### src/rtl/ram_arb_pkg.sv
// Shared types for the RAM request arbiter.
package ram_arb_pkg;
   typedef enum logic [1:0] {ARB_IDLE, ARB_GRANT_I, ARB_GRANT_D} arb_state_t;
   typedef enum logic {ARB_ID_I, ARB_ID_D} arb_id_t;
endpackage

### src/rtl/rv32i_types_pkg.sv
// Core-wide RV32I types shared by the memory subsystem.
package rv32i_types_pkg;
   localparam int unsigned RAM_ADDR_SIZE = 16;
   typedef logic [31:0] word_t;
endpackage

### src/rtl/ram_if.sv
// RAM request/response bundle; 'cpu' drives requests, 'ram' answers them.
interface ram_if;
   import rv32i_types_pkg::*;

   logic [RAM_ADDR_SIZE-1:0] addr;
   word_t                    wdata;
   logic                     ren;
   logic                     wen;
   logic [3:0]               byte_en;
   word_t                    rdata;
   logic                     busy;

   modport ram (input addr, wdata, ren, wen, byte_en, output rdata, busy);
   modport cpu (output addr, wdata, ren, wen, byte_en, input rdata, busy);
endinterface

### src/rtl/ram_req_arbiter.sv
// Two-to-one arbiter between instruction fetch and data requestors in front of the RAM.
// A grant is held until the RAM drops busy or the granted requestor withdraws.
module ram_req_arbiter
   import ram_arb_pkg::*;
#(
   parameter bit ROUND_ROBIN = 1'b0
) (
   input logic CLK,
   input logic nRST,
   ram_if.ram  iram,
   ram_if.ram  dram,
   ram_if.cpu  ram
);

   arb_state_t state_q, state_d;
   arb_id_t    last_grant_q, last_grant_d;
   logic       req_i, req_d;

   assign req_i = iram.ren | iram.wen;
   assign req_d = dram.ren | dram.wen;

   always_ff @(posedge CLK) begin
      if (!nRST) begin
         state_q      <= ARB_IDLE;
         last_grant_q <= ARB_ID_I;
      end else begin
         state_q      <= state_d;
         last_grant_q <= last_grant_d;
      end
   end

   always_comb begin
      state_d      = state_q;
      last_grant_d = last_grant_q;
      unique case (state_q)
         ARB_IDLE: begin
            if (req_i && req_d) begin
               state_d = (ROUND_ROBIN && (last_grant_q == ARB_ID_D)) ? ARB_GRANT_I : ARB_GRANT_D;
            end else if (req_d) begin
               state_d = ARB_GRANT_D;
            end else if (req_i) begin
               state_d = ARB_GRANT_I;
            end
         end
         // The completing requestor's own request is stale; only the other side is considered.
         ARB_GRANT_I: begin
            if (!req_i) begin
               state_d = ARB_IDLE;
            end else if (!ram.busy) begin
               state_d = req_d ? ARB_GRANT_D : ARB_IDLE;
            end
         end
         ARB_GRANT_D: begin
            if (!req_d) begin
               state_d = ARB_IDLE;
            end else if (!ram.busy) begin
               state_d = req_i ? ARB_GRANT_I : ARB_IDLE;
            end
         end
         default: state_d = ARB_IDLE;
      endcase
      if ((state_d == ARB_GRANT_I) && (state_q != ARB_GRANT_I)) begin
         last_grant_d = ARB_ID_I;
      end else if ((state_d == ARB_GRANT_D) && (state_q != ARB_GRANT_D)) begin
         last_grant_d = ARB_ID_D;
      end
   end

   always_comb begin
      ram.addr    = '0;
      ram.wdata   = '0;
      ram.ren     = 1'b0;
      ram.wen     = 1'b0;
      ram.byte_en = '0;
      iram.busy   = 1'b1;
      iram.rdata  = '0;
      dram.busy   = 1'b1;
      dram.rdata  = '0;
      unique case (state_q)
         ARB_GRANT_I: begin
            ram.addr    = iram.addr;
            ram.wdata   = iram.wdata;
            ram.ren     = iram.ren;
            ram.wen     = iram.wen;
            ram.byte_en = iram.byte_en;
            iram.busy   = ram.busy;
            iram.rdata  = ram.rdata;
         end
         ARB_GRANT_D: begin
            ram.addr    = dram.addr;
            ram.wdata   = dram.wdata;
            ram.ren     = dram.ren;
            ram.wen     = dram.wen;
            ram.byte_en = dram.byte_en;
            dram.busy   = ram.busy;
            dram.rdata  = ram.rdata;
         end
         default: ;
      endcase
   end

endmodule
### src/flat_wrapper.sv
// flat-port wrapper written by rule: the top's interface ports become plain ports
module ram_req_arbiter_flat import ram_arb_pkg::*;
#(
   parameter bit ROUND_ROBIN = 1'b0
)
  (CLK, nRST, iram_addr, iram_wdata, iram_ren, iram_wen, iram_byte_en, iram_rdata, iram_busy, dram_addr, dram_wdata, dram_ren, dram_wen, dram_byte_en, dram_rdata, dram_busy, ram_addr, ram_wdata, ram_ren, ram_wen, ram_byte_en, ram_rdata, ram_busy);
  ram_if iram_i ();
  ram_if dram_i ();
  ram_if ram_i ();
  input logic CLK;
  input logic nRST;
  input wire logic [$bits(iram_i.addr)-1:0] iram_addr;
  input wire logic [$bits(iram_i.wdata)-1:0] iram_wdata;
  input wire logic [$bits(iram_i.ren)-1:0] iram_ren;
  input wire logic [$bits(iram_i.wen)-1:0] iram_wen;
  input wire logic [$bits(iram_i.byte_en)-1:0] iram_byte_en;
  output wire logic [$bits(iram_i.rdata)-1:0] iram_rdata;
  output wire logic [$bits(iram_i.busy)-1:0] iram_busy;
  input wire logic [$bits(dram_i.addr)-1:0] dram_addr;
  input wire logic [$bits(dram_i.wdata)-1:0] dram_wdata;
  input wire logic [$bits(dram_i.ren)-1:0] dram_ren;
  input wire logic [$bits(dram_i.wen)-1:0] dram_wen;
  input wire logic [$bits(dram_i.byte_en)-1:0] dram_byte_en;
  output wire logic [$bits(dram_i.rdata)-1:0] dram_rdata;
  output wire logic [$bits(dram_i.busy)-1:0] dram_busy;
  output wire logic [$bits(ram_i.addr)-1:0] ram_addr;
  output wire logic [$bits(ram_i.wdata)-1:0] ram_wdata;
  output wire logic [$bits(ram_i.ren)-1:0] ram_ren;
  output wire logic [$bits(ram_i.wen)-1:0] ram_wen;
  output wire logic [$bits(ram_i.byte_en)-1:0] ram_byte_en;
  input wire logic [$bits(ram_i.rdata)-1:0] ram_rdata;
  input wire logic [$bits(ram_i.busy)-1:0] ram_busy;
  assign iram_i.addr = iram_addr;
  assign iram_i.wdata = iram_wdata;
  assign iram_i.ren = iram_ren;
  assign iram_i.wen = iram_wen;
  assign iram_i.byte_en = iram_byte_en;
  assign iram_rdata = iram_i.rdata;
  assign iram_busy = iram_i.busy;
  assign dram_i.addr = dram_addr;
  assign dram_i.wdata = dram_wdata;
  assign dram_i.ren = dram_ren;
  assign dram_i.wen = dram_wen;
  assign dram_i.byte_en = dram_byte_en;
  assign dram_rdata = dram_i.rdata;
  assign dram_busy = dram_i.busy;
  assign ram_addr = ram_i.addr;
  assign ram_wdata = ram_i.wdata;
  assign ram_ren = ram_i.ren;
  assign ram_wen = ram_i.wen;
  assign ram_byte_en = ram_i.byte_en;
  assign ram_i.rdata = ram_rdata;
  assign ram_i.busy = ram_busy;
  ram_req_arbiter #(.ROUND_ROBIN(ROUND_ROBIN)) u_core (.CLK(CLK), .nRST(nRST), .iram(iram_i), .dram(dram_i), .ram(ram_i));
endmodule
### config.mk
export PLATFORM = sky130hd
export DESIGN_NAME = ram_req_arbiter_flat
export DESIGN_NICKNAME = d
export VERILOG_FILES = /design/src/rtl/ram_arb_pkg.sv /design/src/rtl/rv32i_types_pkg.sv /design/src/rtl/ram_if.sv /design/src/rtl/ram_req_arbiter.sv /design/src/flat_wrapper.sv
export SDC_FILE = /design/constraint.sdc
export NUM_CORES = 1
export LEC_CHECK = 0
export CAP_MARGIN = 20
export CORE_AREA = 2 2 102 104
export CTS_CLUSTER_SIZE = 30
export DETAILED_ROUTE_END_ITERATION = 10
export DIE_AREA = 0 0 104 106
export HOLD_SLACK_MARGIN = 0.05
export PLACE_DENSITY_LB_ADDON = 0.12
export SLEW_MARGIN = 5
export SYNTH_ARGS = -nofsm -noshare
export SYNTH_HDL_FRONTEND = slang
export SYNTH_SLANG_ARGS = --single-unit
### constraint.sdc
create_clock -name CLK -period 2.35 [get_ports CLK]
set_input_delay 0.47 -clock CLK [delete_from_list [all_inputs] [get_ports CLK]]
set_output_delay 0.47 -clock CLK [all_outputs]
set_load 0.01 [all_outputs]
==> results of run 1 <==
per-stage QoR:
stage	TNS (ps)	hold slack [ps]	area, sq um
2_1_floorplan	0	468	1480
3_3_place_gp	0	490	4330
3_5_place_dp	0	502	4330
4_1_cts	0	500	4440
5_1_grt	-40.1	531	4630
6_report	0	493	4630
final timing paths:
| check | end | slack, ps | cells past startpoint |
|---|---|---|---|
| worst max-delay path | ram_addr[0] | 50 | 5 |
| worst min-delay path | u_core.state_q[1] | 490 | 2 |
| worst max register to register | u_core.state_q[1] | 640 | 7 |
| worst min register to register | u_core.state_q[1] | 490 | 2 |
report_power, final:
| part | total, mW | switching, mW | internal [mW] | leakage, nW |
|---|---|---|---|---|
| registers | 0.0517 | 0.00999 | 0.0418 | 0.0172 |
| clock network | 0.137 | 0.0288 | 0.108 | 0.0216 |
| logic | 1.48 | 0.577 | 0.903 | 2.45 |
| total | 1.67 | 0.616 | 1.05 | 2.49 |
what timing repair did:
item / CTS / global route
setup endpoints to repair: 65 / 58
resized for setup: 10 / 53
gates cloned: 1 / 1
pin swaps: 0 / 0
buffers inserted: 0 / 4
area by class of cell:
cell class | count | area [sq um]
well taps | 136 | 170
inverters | 2 | 7.51
clock buffers | 3 | 41.3
multi-input cells | 192 | 1350
repair buffers | 281 | 3020
flip-flops and latches | 2 | 42.5
fillers | 989 | 5370
cells in the final DEF, fill, tap and decap left out, drive strengths merged, types with 4 or more instances in the layout:
| master | Yosys | layout |
|---|---|---|
| nor2b | 55 | 55 |
| a22oi | 54 | 54 |
| dlymetal6s2s | 0 | 52 |
| clkdlybuf4s50 | 0 | 208 |
| and2 | 64 | 64 |
| ha | 4 | 4 |
| clkbuf | 10 | 4 |
| buf | 15 | 17 |
critical path, cell delays in order, from the launching register on:
cell	delay, ps
dfxtp_2	370
inv_2	80
ha_4	290
buf_12	150
nor2b_1	150
clkdlybuf4s50_1	570
per-layer routing:
metal / global-route usage / up-vias
li1: - / 1287
met3: 0.0343 / 14
met2: 0.317 / 127
met5: 0 / -
met1: 0.172 / 1172
met4: 0.0309 / 0
cells by family after synthesis:
logic type / synth area share
and+or+nand+nor: 0.526
AOI/OAI and AO/OA: 0.325
buffers and inverters: 0.0814
adders and majority gates: 0.0339
DFF: 0.0271
muxes: 0.00679
==> reports/qor.csv, run 1 <==
stage,metric,value,unit
route,viasPerCell,4.22,
place,dp.cells,607,
clock_tree,cts.clk_slew.worst_paths,30,ps
final_layout,top_regs,u_core.state_q (2),
timing,clock.fmax,434,MHz
clock_tree,ctsHoldBuffers,0,
worst_setup_path,start_kind,flop,
grt,grt_usage,0.159,
synthesis,syn_avg_cell_area,6.67,sq um
clock_tree,cts_tree,built,
synthesis,ys_ff_latch,2,
timing,rsz0062_at_grt,yes,
timing,skew,0.164,ps
final_layout,drive_gt1_frac,0.0667,
synthesis,ys_types,20,
route,vias,2600,
route,dr.max_layer_used,met4,
route,antenna_left,0,
worst_setup_path,path_max_fanout,24,
route,drt_pre_antenna_iters,4,
final_layout,num_antenna_cells,0,
floorplan,num_io_pins,263,
worst_setup_path,cp-end-kind,output port,
clock_tree,h-tree-depth,1,
synthesis,syn-num-nets,368,
timing,finalWorstSetupSlack,48.0,ps
hold_path,worstHoldStart,u_core.state_q[1],
timing,worstMarginPinSlew,310,ps
place,hpwl,7.82,mm
synthesis,synthFlopType,dfxtp_1,
worst_setup_path,crit_start,u_core.state_q[0],
hold_path,hold_path.class,reg -> reg,
synthesis,yosysMostFrequentCell,and2_1,
grt,antenna_found_initial,0,
floorplan,core_area,10000,sq um
route,wl_met3,689,um
final_layout,fin_cells,616,
power,vdd_drop_max,168,uV
power,power.total,1.67,mW
synthesis,synth_top_area_share,0.275,
worst_setup_path,r2r-start,u_core.state_q[1],
route,drtIter0Drc,78,
route,met1_length,3.58,mm
route,routedWlPerCell,15.8,um
grt,gr-total-overflow,0,
synthesis,ys.warnings.count,0,
floorplan,die-area,11000,sq um
clock_tree,clock_latency,210,ps
power,p_leak,2.49,nW
route,routed_wl,9.76,mm
power,powerDensity,360,nW/um^2
worst_setup_path,path_class,reg -> out,
synthesis,postSynthCellCount,221,
final_layout,syn_to_final_growth,214,%
timing,fin_crit,2300,ps
synthesis,yosys.area.top_type,a22oi_1,
grt,grt_max_degree,34,
synthesis,ys_top_cells_by_area,"a22oi_1 (27%), and2_1 (27%), nor2b_1 (23%)",
route,wl_met2,5.30,mm
synthesis,yosysSeqAreaShare,0.0271,
run,maxCapViolCount,0,
timing,timing.final.crit_share,0.980,
worst_setup_path,cp.required,1880,ps
final_layout,largest_register_ffs,2,
synthesis,synth_area,1480,sq um
place,gp_congestion,0.811,
place,portBuffers,262,
clock_tree,clkSinkCount,2,
worst_setup_path,cp_data_arrival_time,1830,ps
clock_tree,clock-root-buffer,clkbuf_8,
synthesis,synthArstFlopShare,0,
place,dpl_worst_slack,94.6,ps
floorplan,start_util,0.148,
timing,slew_headroom,0.793,
floorplan,die_y,106,um
synthesis,synth_top_cells_by_count,"and2_1 (64), nor2b_1 (55), a22oi_1 (54)",
timing,maxSlewViolCount,0,
synthesis,synth-edff-count,0,
grt,grt_pass1_vias,2460,
final_layout,top_register,u_core.state_q,
route,drc,0,
timing,timing_hold_violations_final,0,
grt,grt_pass1_wl,14.1,mm
floorplan,die_w,104,um
final_layout,post-route-util,0.463,
floorplan,row_count,37,
final_layout,nets,629,
status,status,completed,
clock_tree,cts_max_path_buffers,2,
timing,setup_viol,0,
clock_tree,cts_made_buffers,3,
Power figures use the tool's default switching activity.
==> run 2: changes to the inputs <==
--- a/config.mk
+++ b/config.mk
@@ -6,12 +6,15 @@
 export NUM_CORES = 1
 export LEC_CHECK = 0
 export CAP_MARGIN = 20
-export CORE_AREA = 2 2 102 104
+export CORE_AREA = 2 2 103 105
 export CTS_CLUSTER_SIZE = 30
 export DETAILED_ROUTE_END_ITERATION = 10
-export DIE_AREA = 0 0 104 106
+export DIE_AREA = 0 0 105 107
+export DONT_BUFFER_PORTS = 1
+export GPL_TIMING_DRIVEN = 0
 export HOLD_SLACK_MARGIN = 0.05
 export PLACE_DENSITY_LB_ADDON = 0.12
+export SKIP_CTS_REPAIR_TIMING = 1
 export SLEW_MARGIN = 5
 export SYNTH_ARGS = -nofsm -noshare
 export SYNTH_HDL_FRONTEND = slang
==> reports/qor.csv, run 2 (same netlist as run 1, synthesis figures left out) <==
stage,metric,value,unit
final_layout,largest_register_ffs,2,
power,intPower,454,uW
grt,gr-total-overflow,0,
grt,grt_usage,0.114,
floorplan,core_area,10100,sq um
route,viasPerCell,4.71,
clock_tree,h-tree-depth,1,
power,pwr-share-seq,0.048,
final_layout,final_common_cell,and2_1,
worst_setup_path,crit_path_max_incr_delay,430,ps
worst_setup_path,path_buf_inv,2,
route,routedWlPerCell,20.4,um
power,clkPwrFrac,0.139,
place,gp_congestion,0.699,
timing,clock.fmax,458,MHz
power,p_leak,0.564,nW
worst_setup_path,path_class,reg -> out,
clock_tree,clock_latency,210,ps
place,dpl_worst_slack,-39.9,ps
timing,fin_crit,2180,ps
power,net-switching-power,520,uW
grt,grt_max_degree,11,
worst_setup_path,slowest_stage,ha_2,
place,place_area,1650,sq um
route,routed_wl,7.35,mm
route,drc,0,
route,vias,1695,
grt,antenna_found_initial,0,
route,drtIter0Drc,84,
timing,slew_headroom,0.777,
final_layout,top_regs,u_core.state_q (2),
worst_setup_path,r2r_cells,6,
route,antenna_left,0,
worst_setup_path,path_max_fanout,10,
clock_tree,clock-root-buffer,clkbuf_8,
hold_path,hold_path.class,in -> reg,
timing,setup_viol,0,
final_layout,top_register,u_core.state_q,
floorplan,die-area,11200,sq um
run,maxCapViolCount,0,
timing,timing_hold_violations_final,0,
grt,grt_pass1_vias,1636,
timing,finalWorstSetupSlack,165,ps
power,vdd_drop_max,220,uV
worst_setup_path,cp.required,1880,ps
floorplan,row_count,37,
clock_tree,cts_max_path_buffers,2,
route,drt_pre_antenna_iters,4,
grt,grt_pass1_wl,9.77,mm
clock_tree,cts_made_buffers,3,
final_layout,drive_gt1_frac,0.143,
timing,skew,0.907,ps
power,powerDensity,569,nW/um^2
worst_setup_path,crit_family,adder cells,
final_layout,syn_to_final_growth,16.1,%
status,status,completed,
place,hpwl,6.38,mm
hold_path,min_to,u_core.state_q[1],
hold_path,hold_depth,2,
place,portBuffers,0,
worst_setup_path,crit_chain,inv_1 -> ha_2 -> clkbuf_1 -> nor2b_1,
worst_setup_path,cp_data_arrival_time,1710,ps
floorplan,start_util,0.146,
worst_setup_path,r2r_end,u_core.state_q[1],
power,comb_power_share,0.813,
power,p_sw_frac,0.534,
timing,timing.final.crit_share,0.930,
final_layout,post-route-util,0.170,
timing,worstMarginPinSlew,333,ps
clock_tree,clkSinkCount,2,
worst_setup_path,rrSetupSlack,780,ps
clock_tree,cts.clk_slew.worst_paths,30,ps
timing,rsz0062_at_grt,no,
floorplan,die_y,107,um
worst_setup_path,start_kind,flop,
worst_setup_path,cp-end-kind,output port,
timing,maxSlewViolCount,0,
worst_setup_path,crit_cells,4,
hold_path,worstHoldStart,nRST,
floorplan,die_w,105,um
final_layout,final_cell_mix,"and2_1 (64), a22oi_1 (54), nor2b_1 (52), buf_2 (14), clkbuf_2 (5)",
final_layout,final_cell_area,1710,sq um
clock_tree,cts_tree,built,
floorplan,num_io_pins,263,
worst_setup_path,r2r-start,u_core.state_q[1],
final_layout,num_antenna_cells,0,
final_layout,nets,373,
==> run 2: final cells by class <==
type	instances	area (sq um)
Buffer	25	129
Clock buffer	3	41.3
Fill cell	1180	8380
Inverter	2	7.51
Multi-Input combinational cell	192	1330
Sequential cell	2	40.0
Tap cell	136	170
==> run 2: power by group through the flow <==
stage          clock network, mW  logic (mW)  registers, mW
2_1_floorplan                  0       0.615         0.0455
3_3_place_gp                   0       0.794         0.0476
3_5_place_dp                   0       0.795         0.0475
4_1_cts                    0.140       0.797         0.0470
5_1_grt                    0.149       0.877         0.0479
6_report                   0.135       0.792         0.0467
==> run 2: through the flow <==
stage / hold slack (ps) / instances / setup TNS [ps] / total power, mW
5_1_grt: 420 / 360 / 0 / 1.07
6_report: 419 / 360 / 0 / 0.974
2_1_floorplan: 468 / 221 / 0 / 0.661
4_1_cts: 414 / 360 / -1850 / 0.984
3_3_place_gp: 516 / 357 / -24.9 / 0.842
3_5_place_dp: 509 / 357 / -39.9 / 0.842
==> run 2: worst max-delay path by stage <==
| stage | to | startpoint | slack, ps |
|---|---|---|---|
| 2_1_floorplan | ram_addr[15] | u_core.state_q[0] | 620 |
| 3_3_place_gp | ram_wdata[27] | u_core.state_q[1] | -20 |
| 3_5_place_dp | ram_wdata[27] | u_core.state_q[1] | -40 |
| 4_1_cts | ram_wdata[27] | u_core.state_q[1] | -270 |
| 5_1_grt | ram_addr[11] | u_core.state_q[0] | 8 |
| 6_report | ram_addr[11] | u_core.state_q[0] | 170 |
==> run 2: metal layers <==
| metal | vias to the layer above | track usage | part of all wire |
|---|---|---|---|
| met5 | - | 0 | 0 |
| met1 | 786 | 0.131 | 0.36 |
| met4 | 0 | 0.0114 | 0 |
| li1 | 774 | - | - |
| met2 | 135 | 0.220 | 0.56 |
| met3 | 0 | 0.0267 | 0.081 |
==> run 2: worst register-to-register path: cells and delay by family, from the launching register on <==
family          cells  cell delay (ps)
compound gates      2              480
flops               1              370
fa+ha+maj           1              170
buf+inv             2              260
mux                 1              220
